File: src/rtl/gpu_pixel_write_buffer.sv
// Pixel write-back: colour shading, mask bit, transparent discard, and 16-pixel VRAM line coalescing.
// Optional ordered dithering is compiled in when GPU_DITHER_EN is defined.
module gpu_pixel_write_buffer #(
  parameter int LINE_PIX = 16
) (
  input  logic                     clk,
  input  logic                     i_nrst,
  input  logic                     GPU_TEX_DISABLE,
  input  logic                     GPU_REG_RawTexture,
  input  logic                     GPU_REG_ForcePixel15MaskSet,
  input  logic                     GPU_REG_DitherOn,
  input  logic                     iValidPixel,
  input  logic [9:0]               iScrX,
  input  logic [8:0]               iScrY,
  input  logic [15:0]              iTexel,
  input  logic                     iTransparent,
  input  logic [8:0]               iR,
  input  logic [8:0]               iG,
  input  logic [8:0]               iB,
  input  logic [1:0]               iNewBGCacheLine,
  input  logic                     iFlush,
  output logic                     oPause,
  output logic                     oResetLineFlag,
  output logic                     oWriteReq,
  output logic [14:0]              oWriteAdr,
  output logic [LINE_PIX*16-1:0]   oWriteData,
  output logic [LINE_PIX-1:0]      oWriteMask,
  input  logic                     iWriteAck,
  output logic                     oIdle
);

  typedef enum logic {IDLE, FLUSH} stateT;

  stateT                stateReg, stateNext;
  logic [LINE_PIX-1:0]  maskReg, maskNext;
  logic [14:0]          tagReg, tagNext;
  logic                 pixWrite;

  logic                 textured;
  logic                 discard;
  logic                 maskBit;
  logic [2:0][4:0]      chan5;
  logic [15:0]          pixel;
  logic [26:0]          vtxColor;
  logic [14:0]          pixAdr;
  logic                 dirty;
  logic                 hit;
  logic                 newLine;
  logic                 needFlush;

  assign textured = !GPU_TEX_DISABLE;
  assign discard  = textured & iTransparent;
  assign maskBit  = (textured & iTexel[15]) | GPU_REG_ForcePixel15MaskSet;
  assign vtxColor = {iB, iG, iR};
  assign pixel    = {maskBit, chan5};

`ifdef GPU_DITHER_EN
  logic signed [3:0] ditherVal;
  logic              ditherActive;

  assign ditherActive = GPU_REG_DitherOn & !GPU_REG_RawTexture;

  // 4x4 ordered-dither offsets indexed by {Y[1:0], X[1:0]}
  always_comb begin
    ditherVal = 4'sd0;
    case ({iScrY[1:0], iScrX[1:0]})
      4'h0: ditherVal = -4'sd4;  4'h1: ditherVal =  4'sd0;
      4'h2: ditherVal = -4'sd3;  4'h3: ditherVal =  4'sd1;
      4'h4: ditherVal =  4'sd2;  4'h5: ditherVal = -4'sd2;
      4'h6: ditherVal =  4'sd3;  4'h7: ditherVal = -4'sd1;
      4'h8: ditherVal = -4'sd3;  4'h9: ditherVal =  4'sd1;
      4'hA: ditherVal = -4'sd4;  4'hB: ditherVal =  4'sd0;
      4'hC: ditherVal =  4'sd3;  4'hD: ditherVal = -4'sd1;
      4'hE: ditherVal =  4'sd2;  default: ditherVal = -4'sd2;
    endcase
  end
`else
  logic unusedDitherOn;
  assign unusedDitherOn = GPU_REG_DitherOn;
`endif

  genvar gi;
  for (gi = 0; gi < 3; gi++) begin : genChan
    logic [4:0]  tex5;
    logic [8:0]  vtx;
    logic [13:0] prod;
    logic [9:0]  base;
    logic [7:0]  c8;

    assign tex5 = iTexel[5*gi +: 5];
    assign vtx  = vtxColor[9*gi +: 9];
    assign prod = 14'(tex5) * 14'(vtx);

    always_comb begin
      base = 10'(prod >> 4);
      if (GPU_TEX_DISABLE)
        base = {1'b0, vtx};
      else if (GPU_REG_RawTexture)
        base = {2'b00, tex5, 3'b000};
    end

`ifdef GPU_DITHER_EN
    logic [7:0]         preClamp;
    logic signed [11:0] dSum;
    logic [11:0]        dExt;

    assign preClamp = (base > 10'd255) ? 8'd255 : base[7:0];
    assign dExt     = ditherActive ? {{8{ditherVal[3]}}, ditherVal} : 12'd0;
    assign dSum     = $signed({4'b0000, preClamp}) + $signed(dExt);
    assign c8       = (dSum < 0) ? 8'd0 : (dSum > 12'sd255) ? 8'd255 : dSum[7:0];
`else
    assign c8 = (base > 10'd255) ? 8'd255 : base[7:0];
`endif

    assign chan5[gi] = c8[7:3];
  end

  assign pixAdr    = {iScrY, iScrX[9:4]};
  assign dirty     = |maskReg;
  assign hit       = (pixAdr == tagReg);
  assign newLine   = |iNewBGCacheLine;
  assign needFlush = dirty & ((iValidPixel & !hit & !discard) | newLine | iFlush);

  always_ff @(posedge clk) begin
    if (!i_nrst) begin
      stateReg <= IDLE;
      maskReg  <= '0;
      tagReg   <= '0;
    end else begin
      stateReg <= stateNext;
      maskReg  <= maskNext;
      tagReg   <= tagNext;
    end
  end

  always_comb begin
    stateNext      = stateReg;
    maskNext       = maskReg;
    tagNext        = tagReg;
    pixWrite       = 1'b0;
    oWriteReq      = 1'b0;
    oPause         = 1'b0;
    oResetLineFlag = 1'b0;
    case (stateReg)
      IDLE: begin
        oPause = needFlush;
        if (needFlush) begin
          stateNext = FLUSH;
        end else begin
          // Boundary with a clean buffer is consumed immediately alongside the pixel
          oResetLineFlag = newLine;
          if (iValidPixel && !discard) begin
            pixWrite               = 1'b1;
            maskNext[iScrX[3:0]]   = 1'b1;
            if (!dirty) tagNext    = pixAdr;
          end
        end
      end
      FLUSH: begin
        oWriteReq = 1'b1;
        oPause    = 1'b1;
        if (iWriteAck) begin
          maskNext  = '0;
          stateNext = IDLE;
        end
      end
      default: stateNext = IDLE;
    endcase
  end

  for (gi = 0; gi < LINE_PIX; gi++) begin : genLine
    logic [15:0] pixReg;

    always_ff @(posedge clk) begin
      if (!i_nrst)
        pixReg <= '0;
      else if (pixWrite && (iScrX[3:0] == 4'(gi)))
        pixReg <= pixel;
    end

    assign oWriteData[16*gi +: 16] = pixReg;
  end

  assign oWriteAdr  = tagReg;
  assign oWriteMask = maskReg;
  assign oIdle      = (stateReg == IDLE) & !dirty;

endmodule

File: config.mk
export PLATFORM = sky130hd
export DESIGN_NAME = gpu_pixel_write_buffer
export DESIGN_NICKNAME = d
export VERILOG_FILES = /design/src/rtl/gpu_pixel_write_buffer.sv
export SDC_FILE = /design/constraint.sdc
export NUM_CORES = 1
export LEC_CHECK = 0
export BUFFER_PORTS_ARGS = -buffer_cell sky130_fd_sc_hd__buf_2
export CAP_MARGIN = 20
export CORE_UTILIZATION = 59
export DETAILED_ROUTE_END_ITERATION = 7
export GPL_ROUTABILITY_DRIVEN = 0
export GPL_TIMING_DRIVEN = 0
export PLACE_DENSITY = 0.87
export RECOVER_POWER = 25
export SLEW_MARGIN = 20
export SYNTH_ARGS = -nofsm -noshare
export SYNTH_HDL_FRONTEND = slang
export SYNTH_SLANG_ARGS = --single-unit
export TNS_END_PERCENT = 20
File: constraint.sdc
create_clock -name clk -period 14.28 [get_ports clk]
set_input_delay 1.428 -clock clk [delete_from_list [all_inputs] [get_ports clk]]
set_output_delay 1.428 -clock clk [all_outputs]
set_load 0.01 [all_outputs]
### Yosys cells after proc, flatten, opt, wreduce, memory -nomap -nowiden

Cells that the tools add are included.

| word-level totals | value |
|---|---|
| register bits after elaboration | 288 |
| bits in latches | 0 |
| RAM bits | 0 |
| bits in read-only memories | 0 |
| bits of input ports | 74 |
| memories | 0 |

| operators by class | value |
|---|---|
| add/sub/neg operators | 0 |
| $mul | 3 |
| divide/modulo/power cells | 0 |
| $lt $le $gt $ge | 5 |
| equal/unequal tests | 19 |
| shifts and indexed selects | 0 |
| multiplexer cells | 25 |
| bitwise logic cells | 13 |
| reduce and logical (&&, ||, !) cells | 27 |

Operators with widths:

| operator | number |
|---|---|
| 2-to-1 mux 10 bit | 6 |
| 2-to-1 mux 16 bit | 3 |
| multiplier 5 x 9 -> 14 bit | 3 |
| equality test 4 bit, second input constant | 8 |
| one-hot mux 16 bit (2 select lines) | 1 |
| > comparator 10 x 8 -> 1 bit, second input constant | 3 |
| 2-to-1 mux 8 bit | 3 |
| logical AND 1 bit | 18 |
| equality test 4 x 3 -> 1 bit, second input constant | 4 |
| OR 16 bit | 1 |
| OR reduction 16 bit | 1 |
| equality test 15 bit | 1 |
| 2-to-1 mux 1 bit | 9 |
| equality test 4 x 2 -> 1 bit, second input constant | 2 |
| bitwise AND 1 bit | 6 |
| != test 2 bit, second input constant | 3 |
| < comparator 4 x 5 -> 1 bit, second input constant | 1 |
| demux 1 bit (select 4 bit) | 1 |
| equality test 4 x 1 -> 1 bit, second input constant | 1 |
| greater-or-equal comparator 4 x 1 -> 1 bit, second input constant | 1 |
| zero test 1 bit | 4 |
| zero test 4 bit | 1 |
| one-hot mux 1 bit (2 select lines) | 2 |
| AND reduction 4 bit | 1 |
| other kinds (4) | 8 |

### Logic depth before layout (Yosys ltp)

Gate-level depths: netlist (run 1).

| depth | value |
|---|---|
| word-level depth | 10 |
| depth in mapped cells | 18 |
| mapped depth without buffers | 15 |

### Worst setup path before layout (run 1)

OpenSTA, ideal clock, no wires.

| timing | value |
|---|---|
| path kind | in2reg |
| from | in iTexel[9] |
| to | reg genLine[0].pixReg[7] |
| library setup time | 0.136 ns |
| arrival | 5.589 ns |
| required time | 14.144 ns |
| slack | 8.555 ns |
| cell stages on the path | 15 |
| path buffers | 2 |
| cells stage by stage | clkbuf_1 -> and2_1 -> fa_1 -> fa_1 -> inv_1 -> fa_1 -> inv_1 -> ha_1 -> and3_4 -> a22o_1 -> a311o_1 -> xor2_1 -> a222oi_1 -> buf_6 -> a31oi_1 |

| on the way | value |
|---|---|
| word-level cells in the longest chain between the ends | 5 |

Ends and longest elaborated chain:

| what | RTL line | RTL |
|---|---|---|
| from (decl) | 15 | `input logic [15:0] iTexel,` |
| multiplier 5 x 9 -> 14 bit | 92 | `assign prod = 14'(tex5) * 14'(vtx);` |
| 2-to-1 mux 10 bit * | 98 | `else if (GPU_REG_RawTexture)` |
| 2-to-1 mux 10 bit * | 96 | `if (GPU_TEX_DISABLE)` |
| > comparator 10 x 8 -> 1 bit | 112 | `assign c8 = (base > 10'd255) ? 8'd255 : base[7:0];` |
| 2-to-1 mux 8 bit * | 112 |  |
| to (signal assigned) | 178 | `pixReg <= pixel;` |
| to (decl) | 172 | `logic [15:0] pixReg;` |

Every way passes the cells marked *; elsewhere a longest branch is shown, timed or not.
A chain may end at the register's enable or synchronous reset.

### Worst setup path in the final report (run 1)

| timing | value |
|---|---|
| from | in iTexel[9] |
| to | reg genLine[13].pixReg[9] |

| on the way | value |
|---|---|
| word-level cells in the longest chain between the ends | 5 |

Ends and longest elaborated chain:

| what | RTL line |
|---|---|
| multiplier 5 x 9 -> 14 bit | 92 |
| 2-to-1 mux 10 bit * | 98 |
| 2-to-1 mux 10 bit * | 96 |
| > comparator 10 x 8 -> 1 bit | 112 |
| 2-to-1 mux 8 bit * | 112 |
| to (signal assigned) | 178 |
| to (decl) | 172 |

Marked as above.

==> reports/qor.csv, run 1 <==
stage,metric,value,unit
power_and_ir_drop,switchingPower,780,uW
synthesis,synth-warning-count,0,
power_and_ir_drop,power.leakage,8.06,nW
routing,post_drt_wl_per_cell,22.6,um
worst_hold_path,min_from,oWriteMask[12],
grt,first_global_vias,14812,
clocking,cts_tree,done,
routing,vias,15965,
outcome,outcome,"finished, final reports clean",
power_and_ir_drop,vdd_ir_drop_max,0.0897,mV
floorplanning,rows,58,
clocking,clk_path_buf_depth,3,
power_and_ir_drop,power.total,2.28,mW
grt,grt_max_degree,16,
clocking,numClockSinks,288,
grt,grt_antenna_before_repair,1,
worst_hold_path,hold_path.class,reg2reg,
synthesis,syn_inst,1720,
floorplanning,initial_utilization,60.6,%
critical_path,timing.critical_path.required,14670,ps
sta,setup_tns,0,ps
critical_path,r2r_start,oWriteMask[7],
critical_path,worst_setup_path_start_kind,input pin,
synthesis,syn-mean-instance-area,8.94,um2
power_and_ir_drop,switching_share,34.2,%
clocking,clk-insertion-delay-late,540,ps
critical_path,cp_max_fo,10,
final_layout,layout-drive-gt1-share,17.5,%
routing,detail_route.first_pass.iterations,8,
final_layout,post-route-util,72.3,%
power_and_ir_drop,clock_network_power_share,33.4,%
grt,met1_track_demand_over_resource,50.4,%
clocking,htree_levels,1,
place,placed_cell_areas,0.0176,mm2
power_and_ir_drop,power.sequential.fraction,37.3,%
sta,worst_slew_pin_slew,1000,ps
grt,grt_pass1_wl,82.2,mm
power_and_ir_drop,power_density_over_cell_area,124,mW/mm2
floorplanning,total_i_o_pin_count,365,
sta,timing.final.hold_violations,0,
place,dp.final_hpwl,41.5,mm
final_layout,number_of_standard_cells_in_the_layout_taps_in_and_fillers_out,2452,
sta,clock_skew,14.9,ps
clocking,cts.root.buffer_cell,sky130_fd_sc_hd__clkbuf_16,
routing,wl,55.3,mm
sta,max_freq,164,MHz
routing,post_drt_antenna_nets,0,
synthesis,synth_top_cells_by_area,"sky130_fd_sc_hd__dfxtp_1 (37%), sky130_fd_sc_hd__fa_1 (7.8%), sky130_fd_sc_hd__a31oi_1 (7.2%)",
sta,slew_viols_final,0,
sta,slew-limit-headroom,33.0,%
grt,grt_util_all_layers,39.9,%
sta,finalCritPeriodShare,42.6,%
synthesis,yosys.cell_types.count,71,
grt,gr-usage-met2,63.0,%
clocking,cts.clk_slew.worst_paths,60,ps
final_layout,insertedDiodeCount,0,
sta,rsz0062_at_grt,no,
critical_path,timing.setup.critical_path_class,in2reg,
floorplanning,die_h,163,um
synthesis,synth_area,0.0154,mm2
grt,grt_most_used_layer,met2,
synthesis,fraction_of_registers_with_async_set_or_reset_after_synthesis,0,%
place,port_buffers,353,
synthesis,synth_edf_count,0,
sta,setup_violation_total_in_the_final_timing_report,0,
grt,global_route.usage.met3,8.28,%
clocking,cts_buffer_count,26,
final_layout,fillCellCount,1943,
clocking,post_cts.resized_instances,0,
critical_path,cp-end-kind,flip-flop,
floorplanning,die-area,0.0267,mm2
place,pre_cts_slack,7780,ps
synthesis,synth.yosys.seq_area_share,37.5,%
critical_path,worstSetupStartpoint,iTexel[9],
final_layout,area_delta_synth_final,19.3,%
synthesis,synth_top_area_share,37.5,%
job,cap_viol_max_count,0,
synthesis,synth_area_leader_cell,sky130_fd_sc_hd__dfxtp_1,
power_and_ir_drop,power_report.internal_total,1.50,mW
grt,gr-total-overflow,0,
sta,postLayoutSetupSlackWorst,8200,ps
sta,hold_slack,466,ps
critical_path,worst_ep_arrival_time,6470,ps
synthesis,synth_flop_cell,sky130_fd_sc_hd__dfxtp_1,
place,dp.cells,2406,
floorplanning,core_region_area,0.0254,mm2
clocking,post-cts-setup-buffer-count,0,
power_and_ir_drop,comb_power_share,29.3,%
sta,finalWorstPathRequiredPeriod,6080,ps
final_layout,final_cell_area,0.0184,mm2
clocking,postCtsHoldBufs,0,
synthesis,yosys_register_bits,288,
synthesis,postSynthNetCount,1914,
floorplanning,die-width,163,um
routing,drtIter0Drc,1716,
routing,detail_route.vias_per_cell,6.51,
final_layout,num-nets-final,2298,
routing,post-route-drc-count,0,
worst max-delay path, cell delays in order:
cell and delay (ps):
sky130_fd_sc_hd__clkbuf_1 320, sky130_fd_sc_hd__and2_1 220, sky130_fd_sc_hd__fa_1 430, sky130_fd_sc_hd__fa_1 560, sky130_fd_sc_hd__inv_1 60, sky130_fd_sc_hd__fa_1 530, sky130_fd_sc_hd__inv_1 40, sky130_fd_sc_hd__ha_1 360
sky130_fd_sc_hd__and3_4 200, sky130_fd_sc_hd__a22o_1 220, sky130_fd_sc_hd__a311o_1 380, sky130_fd_sc_hd__nand3_1 160, sky130_fd_sc_hd__mux2i_1 130, sky130_fd_sc_hd__a211oi_4 670, sky130_fd_sc_hd__clkbuf_1 530, sky130_fd_sc_hd__o21ai_0 210
logic make-up after synthesis:
kind of cell / count (synthesis) / synth area share [%]
buf+inv: 230 / 6.34
fa+ha+maj: 120 / 12.7
xor+xnor: 24 / 1.37
flops: 288 / 37.5
mux: 34 / 2.34
compound gates: 593 / 23.0
simple gates: 431 / 16.7
final timing paths:
check	to	slack (ps)	depth (start not counted)
setup / recovery	genLine[13].pixReg[9]	8200	16
hold / removal	oWriteMask[12]	470	2
setup reg to reg	genLine[2].pixReg[4]	11170	9
hold reg to reg	oWriteMask[12]	470	2
power groups by stage:
stage / logic (mW) / clock network (mW) / registers [mW]
finish: 0.668 / 0.761 / 0.850
CTS: 0.654 / 0.752 / 0.849
floorplan: 0.433 / 0 / 0.875
global route: 0.717 / 0.786 / 0.852
detailed placement: 0.649 / 0 / 0.867
global placement: 0.626 / 0 / 0.866
routing by layer:
| layer | vias to the layer above | wire length [um] |
|---|---|---|
| met3 | 237 | 6590 |
| met1 | 7580 | 20200 |
| met5 | - | 0 |
| met4 | 0 | 3690 |
| li1 | 6936 | - |
| met2 | 1212 | 24800 |
area by class of cell:
class | count | area (um2) | area share [%]
well taps | 330 | 413 | 2.25
flip-flops and latches | 288 | 5770 | 31.4
repair buffers | 356 | 1600 | 8.74
clock buffers | 38 | 787 | 4.29
inverters | 93 | 349 | 1.90
multi-input cells | 1202 | 8670 | 47.2
clock inverters | 8 | 140 | 0.764
plain buffers | 137 | 626 | 3.41
Yosys cell counts, drive strengths merged, types with 2 or more instances:
cell type and n:
nand2 163, nor2b 21, o21a 5, nor2 24, a211o 4, a21oi 52, nand4 5, and2 93
inv 93, and3 5, nand2b 7, a31o 2, or4 15, a31oi 177, o22ai 5, or2 4
xor2 20, dfxtp 288, a2bb2oi 17, o21ai 272, or3 7, nor3 35, o211ai 3, nand3 7
nor4 39, clkbuf 77, nand3b 2, o211a 17, xnor2 4, o221ai 3, mux2i 18, a211oi 4
a221oi 4, ha 60, buf 60, fa 60, a221o 2, a22o 3, a21o 10, mux2 16
registers in the layout (all words and copies together) (netlist names):
register / cells
stateReg: 1
oWriteAdr: 15
genLine.pixReg: 256
oWriteMask: 16
placed cells by master (no fill, tap or decap), types with 12 or more instances in the layout:
cell type                     n
sky130_fd_sc_hd__mux2i_1     18
sky130_fd_sc_hd__buf_4       12
sky130_fd_sc_hd__nand2_1    163
sky130_fd_sc_hd__nor2b_1     21
sky130_fd_sc_hd__a21oi_1     52
sky130_fd_sc_hd__nor4_4      13
sky130_fd_sc_hd__and2_1      93
sky130_fd_sc_hd__o21ai_0    111
sky130_fd_sc_hd__buf_2      255
sky130_fd_sc_hd__nor4_1      24
sky130_fd_sc_hd__or4_1       15
sky130_fd_sc_hd__o211a_1     17
sky130_fd_sc_hd__inv_1       93
sky130_fd_sc_hd__clkbuf_1   225
sky130_fd_sc_hd__clkbuf_16   27
sky130_fd_sc_hd__xor2_1      20
sky130_fd_sc_hd__nor2_1      23
sky130_fd_sc_hd__dfxtp_1    288
sky130_fd_sc_hd__mux2_2      16
sky130_fd_sc_hd__o21ai_1    161
sky130_fd_sc_hd__a31oi_1    177
sky130_fd_sc_hd__a2bb2oi_1   17
sky130_fd_sc_hd__fa_1        60
sky130_fd_sc_hd__nor3_1      19
sky130_fd_sc_hd__ha_1        60
(Power assumes the default switching activity.)
==> run 2, diff against run 1 <==
--- a/config.mk
+++ b/config.mk
@@ -7,11 +7,11 @@
 export LEC_CHECK = 0
 export BUFFER_PORTS_ARGS = -buffer_cell sky130_fd_sc_hd__buf_2
 export CAP_MARGIN = 20
-export CORE_UTILIZATION = 59
+export CORE_UTILIZATION = 49
 export DETAILED_ROUTE_END_ITERATION = 7
 export GPL_ROUTABILITY_DRIVEN = 0
 export GPL_TIMING_DRIVEN = 0
-export PLACE_DENSITY = 0.87
+export PLACE_DENSITY = 0.77
 export RECOVER_POWER = 25
 export SLEW_MARGIN = 20
 export SYNTH_ARGS = -nofsm -noshare
==> constraint.sdc (replaced) <==
create_clock -name clk -period 5.2 [get_ports clk]
set_input_delay 0.52 -clock clk [delete_from_list [all_inputs] [get_ports clk]]
set_output_delay 0.52 -clock clk [all_outputs]
set_load 0.01 [all_outputs]
==> run 2 against run 1 <==
Against the previous run: the run now ends with design-rule violations left; global-route usage shrank 6.3 points; first-iteration DRC count shrank 6.5%; total power grew to 2.8 times the previous value; flip-flop and latch count is the same; largest cell class unchanged.
==> reports/qor.csv, run 2 (same netlist as run 1, synthesis figures left out) <==
stage,metric,value,unit
clocking,clk-insertion-delay-late,580,ps
sta,max_freq,194,MHz
outcome,outcome,"complete, but fails checks",
sta,worst_slew_pin_slew,1010,ps
routing,drtIter0Drc,1604,
final_layout,area_delta_synth_final,21.0,%
floorplanning,die-width,179,um
critical_path,cp-end-kind,flip-flop,
clocking,numClockSinks,288,
floorplanning,die-area,0.0321,mm2
final_layout,num-nets-final,2303,
critical_path,worst_setup_path_start_kind,input pin,
floorplanning,core_region_area,0.0307,mm2
outcome,failed_checks,design-rule violations,
worst_hold_path,hold_path.class,in2reg,
final_layout,footprint_of_the_multi_input_gates,0.00869,mm2
sta,timing.final.hold_violations,0,
critical_path,path_cells,"clkbuf_1, and2_1, fa_1, fa_1, inv_1, fa_1, inv_1, ha_1, and4_1, a41o_1, o211a_1, nor2_1, xnor2_1, a221oi_4, clkbuf_1, a31oi_1",
critical_path,cp_max_fo,10,
clocking,clk_path_buf_depth,3,
clocking,postCtsHoldBufs,0,
sta,finalWorstPathRequiredPeriod,5160,ps
place,dp.cells,2472,
clocking,cts_buffer_count,30,
sta,finalCritPeriodShare,99.3,%
clocking,cts_tree,done,
critical_path,worst_ep_arrival_time,5590,ps
final_layout,number_of_standard_cells_in_the_layout_taps_in_and_fillers_out,2528,
routing,vias,15468,
grt,gr-total-overflow,0,
routing,post_drt_antenna_nets,0,
routing,detail_route.vias_per_cell,6.12,
critical_path,cp_slowest_cell,sky130_fd_sc_hd__clkbuf_1,
floorplanning,die_h,179,um
sta,clock_skew,26.5,ps
sta,slew-limit-headroom,32.1,%
grt,grt_util_all_layers,33.6,%
critical_path,timing.setup.critical_path_class,in2reg,
routing,post-route-drc-count,44,
job,cap_viol_max_count,0,
sta,setup_tns,0,ps
final_layout,insertedDiodeCount,0,
power_and_ir_drop,power.leakage,8.17,nW
clocking,cts.clk_slew.worst_paths,60,ps
floorplanning,total_i_o_pin_count,365,
final_layout,layout-drive-gt1-share,18.3,%
sta,slew_viols_final,0,
final_layout,mostFrequentLayoutCell,sky130_fd_sc_hd__dfxtp_1,
grt,grt_antenna_before_repair,0,
final_layout,registers.top_by_ff_count,genLine.pixReg,
power_and_ir_drop,power_density_over_cell_area,347,mW/mm2
final_layout,largest_reg_flops,256,
power_and_ir_drop,vdd_ir_drop_max,0.217,mV
clocking,htree_levels,1,
routing,post_drt_wl_per_cell,22.0,um
grt,grt_pass1_wl,82.6,mm
grt,first_global_vias,14641,
final_layout,layout.cells.most_common_list,"sky130_fd_sc_hd__dfxtp_1 (288), sky130_fd_sc_hd__buf_2 (260), sky130_fd_sc_hd__clkbuf_1 (218)",
routing,detail_route.first_pass.iterations,8,
final_layout,final-seq-area,0.00577,mm2
place,dp.final_hpwl,41.2,mm
routing,wl,55.5,mm
critical_path,crit_path_frequent_cell,sky130_fd_sc_hd__fa_1,
place,port_buffers,353,
sta,setup_violation_total_in_the_final_timing_report,0,
grt,grt_max_degree,17,
critical_path,timing.critical_path.max_delay_family,adder cells,
critical_path,timing.critical_path.required,5620,ps
sta,rsz0062_at_grt,yes,
critical_path,max_stage_delay,740,ps
clocking,cts.root.buffer_cell,sky130_fd_sc_hd__clkbuf_16,
critical_path,worst-path-buf-inv,4,
floorplanning,rows,64,
final_layout,fillCellCount,2775,
floorplanning,initial_utilization,50.0,%
[run 2: tightest hold or removal path, delay by kind of cell]
kind | cells | cell delay (ps)
buf+inv | 1 | 100
mux | 1 | 70
simple gates | 1 | 90
[run 2: stage by stage]
stage	hold WS (ps)	area, um2	utilization (%)	worst slack (ps)	power [mW]
global route	233	18600	60.5	-55.4	6.73
global placement	449	17600	57.4	-898	4.13
CTS	217	18700	61.0	105	6.43
floorplan	479	15400	-	383	3.59
detailed placement	459	17700	57.5	-683	4.19
finish	241	18600	60.5	38.3	6.47
[run 2: routing by layer]
layer,global-route usage (%),vias up,routed length (um)
met4,17.2,0,3120
met3,8.44,179,5890
li1,-,6943,-
met5,0,-,0
met2,53.1,924,24700
met1,42.3,7422,21800
[run 2: final cells by class]
| cell class | count | area share [%] |
|---|---|---|
| Multi-Input combinational cell | 1202 | 46.7 |
| Tap cell | 396 | 2.66 |
| Sequential cell | 288 | 31.0 |
| Clock inverter | 14 | 1.02 |
| Buffer | 137 | 3.38 |
| Timing Repair Buffer | 357 | 8.76 |
| Clock buffer | 41 | 4.63 |
| Inverter | 93 | 1.88 |
[run 2: final timing paths]
check | from | end | slack [ps] | cells after the start
min | iScrX[4] | oWriteAdr[0] | 240 | 3
max | iTexel[14] | genLine[0].pixReg[11] | 40 | 16
max reg2reg | oWriteMask[7] | genLine[3].pixReg[15] | 2280 | 10
min reg2reg | oWriteMask[6] | oWriteMask[6] | 460 | 2
[run 2: where the power goes]
group | switching (mW) | internal [mW] | total, mW
sequential | 0.0512 | 2.28 | 2.33
clock | 0.941 | 1.32 | 2.26
combinational | 1.27 | 0.602 | 1.87
total | 2.26 | 4.20 | 6.47
[run 2: timing repair]
| action | CTS | global route |
|---|---|---|
| endpoints found under the setup margin | 11 | 120 |
| buffers inserted | 0 | 1 |
| pin swaps | 0 | 2 |
| gates resized for setup | 2 | 4 |
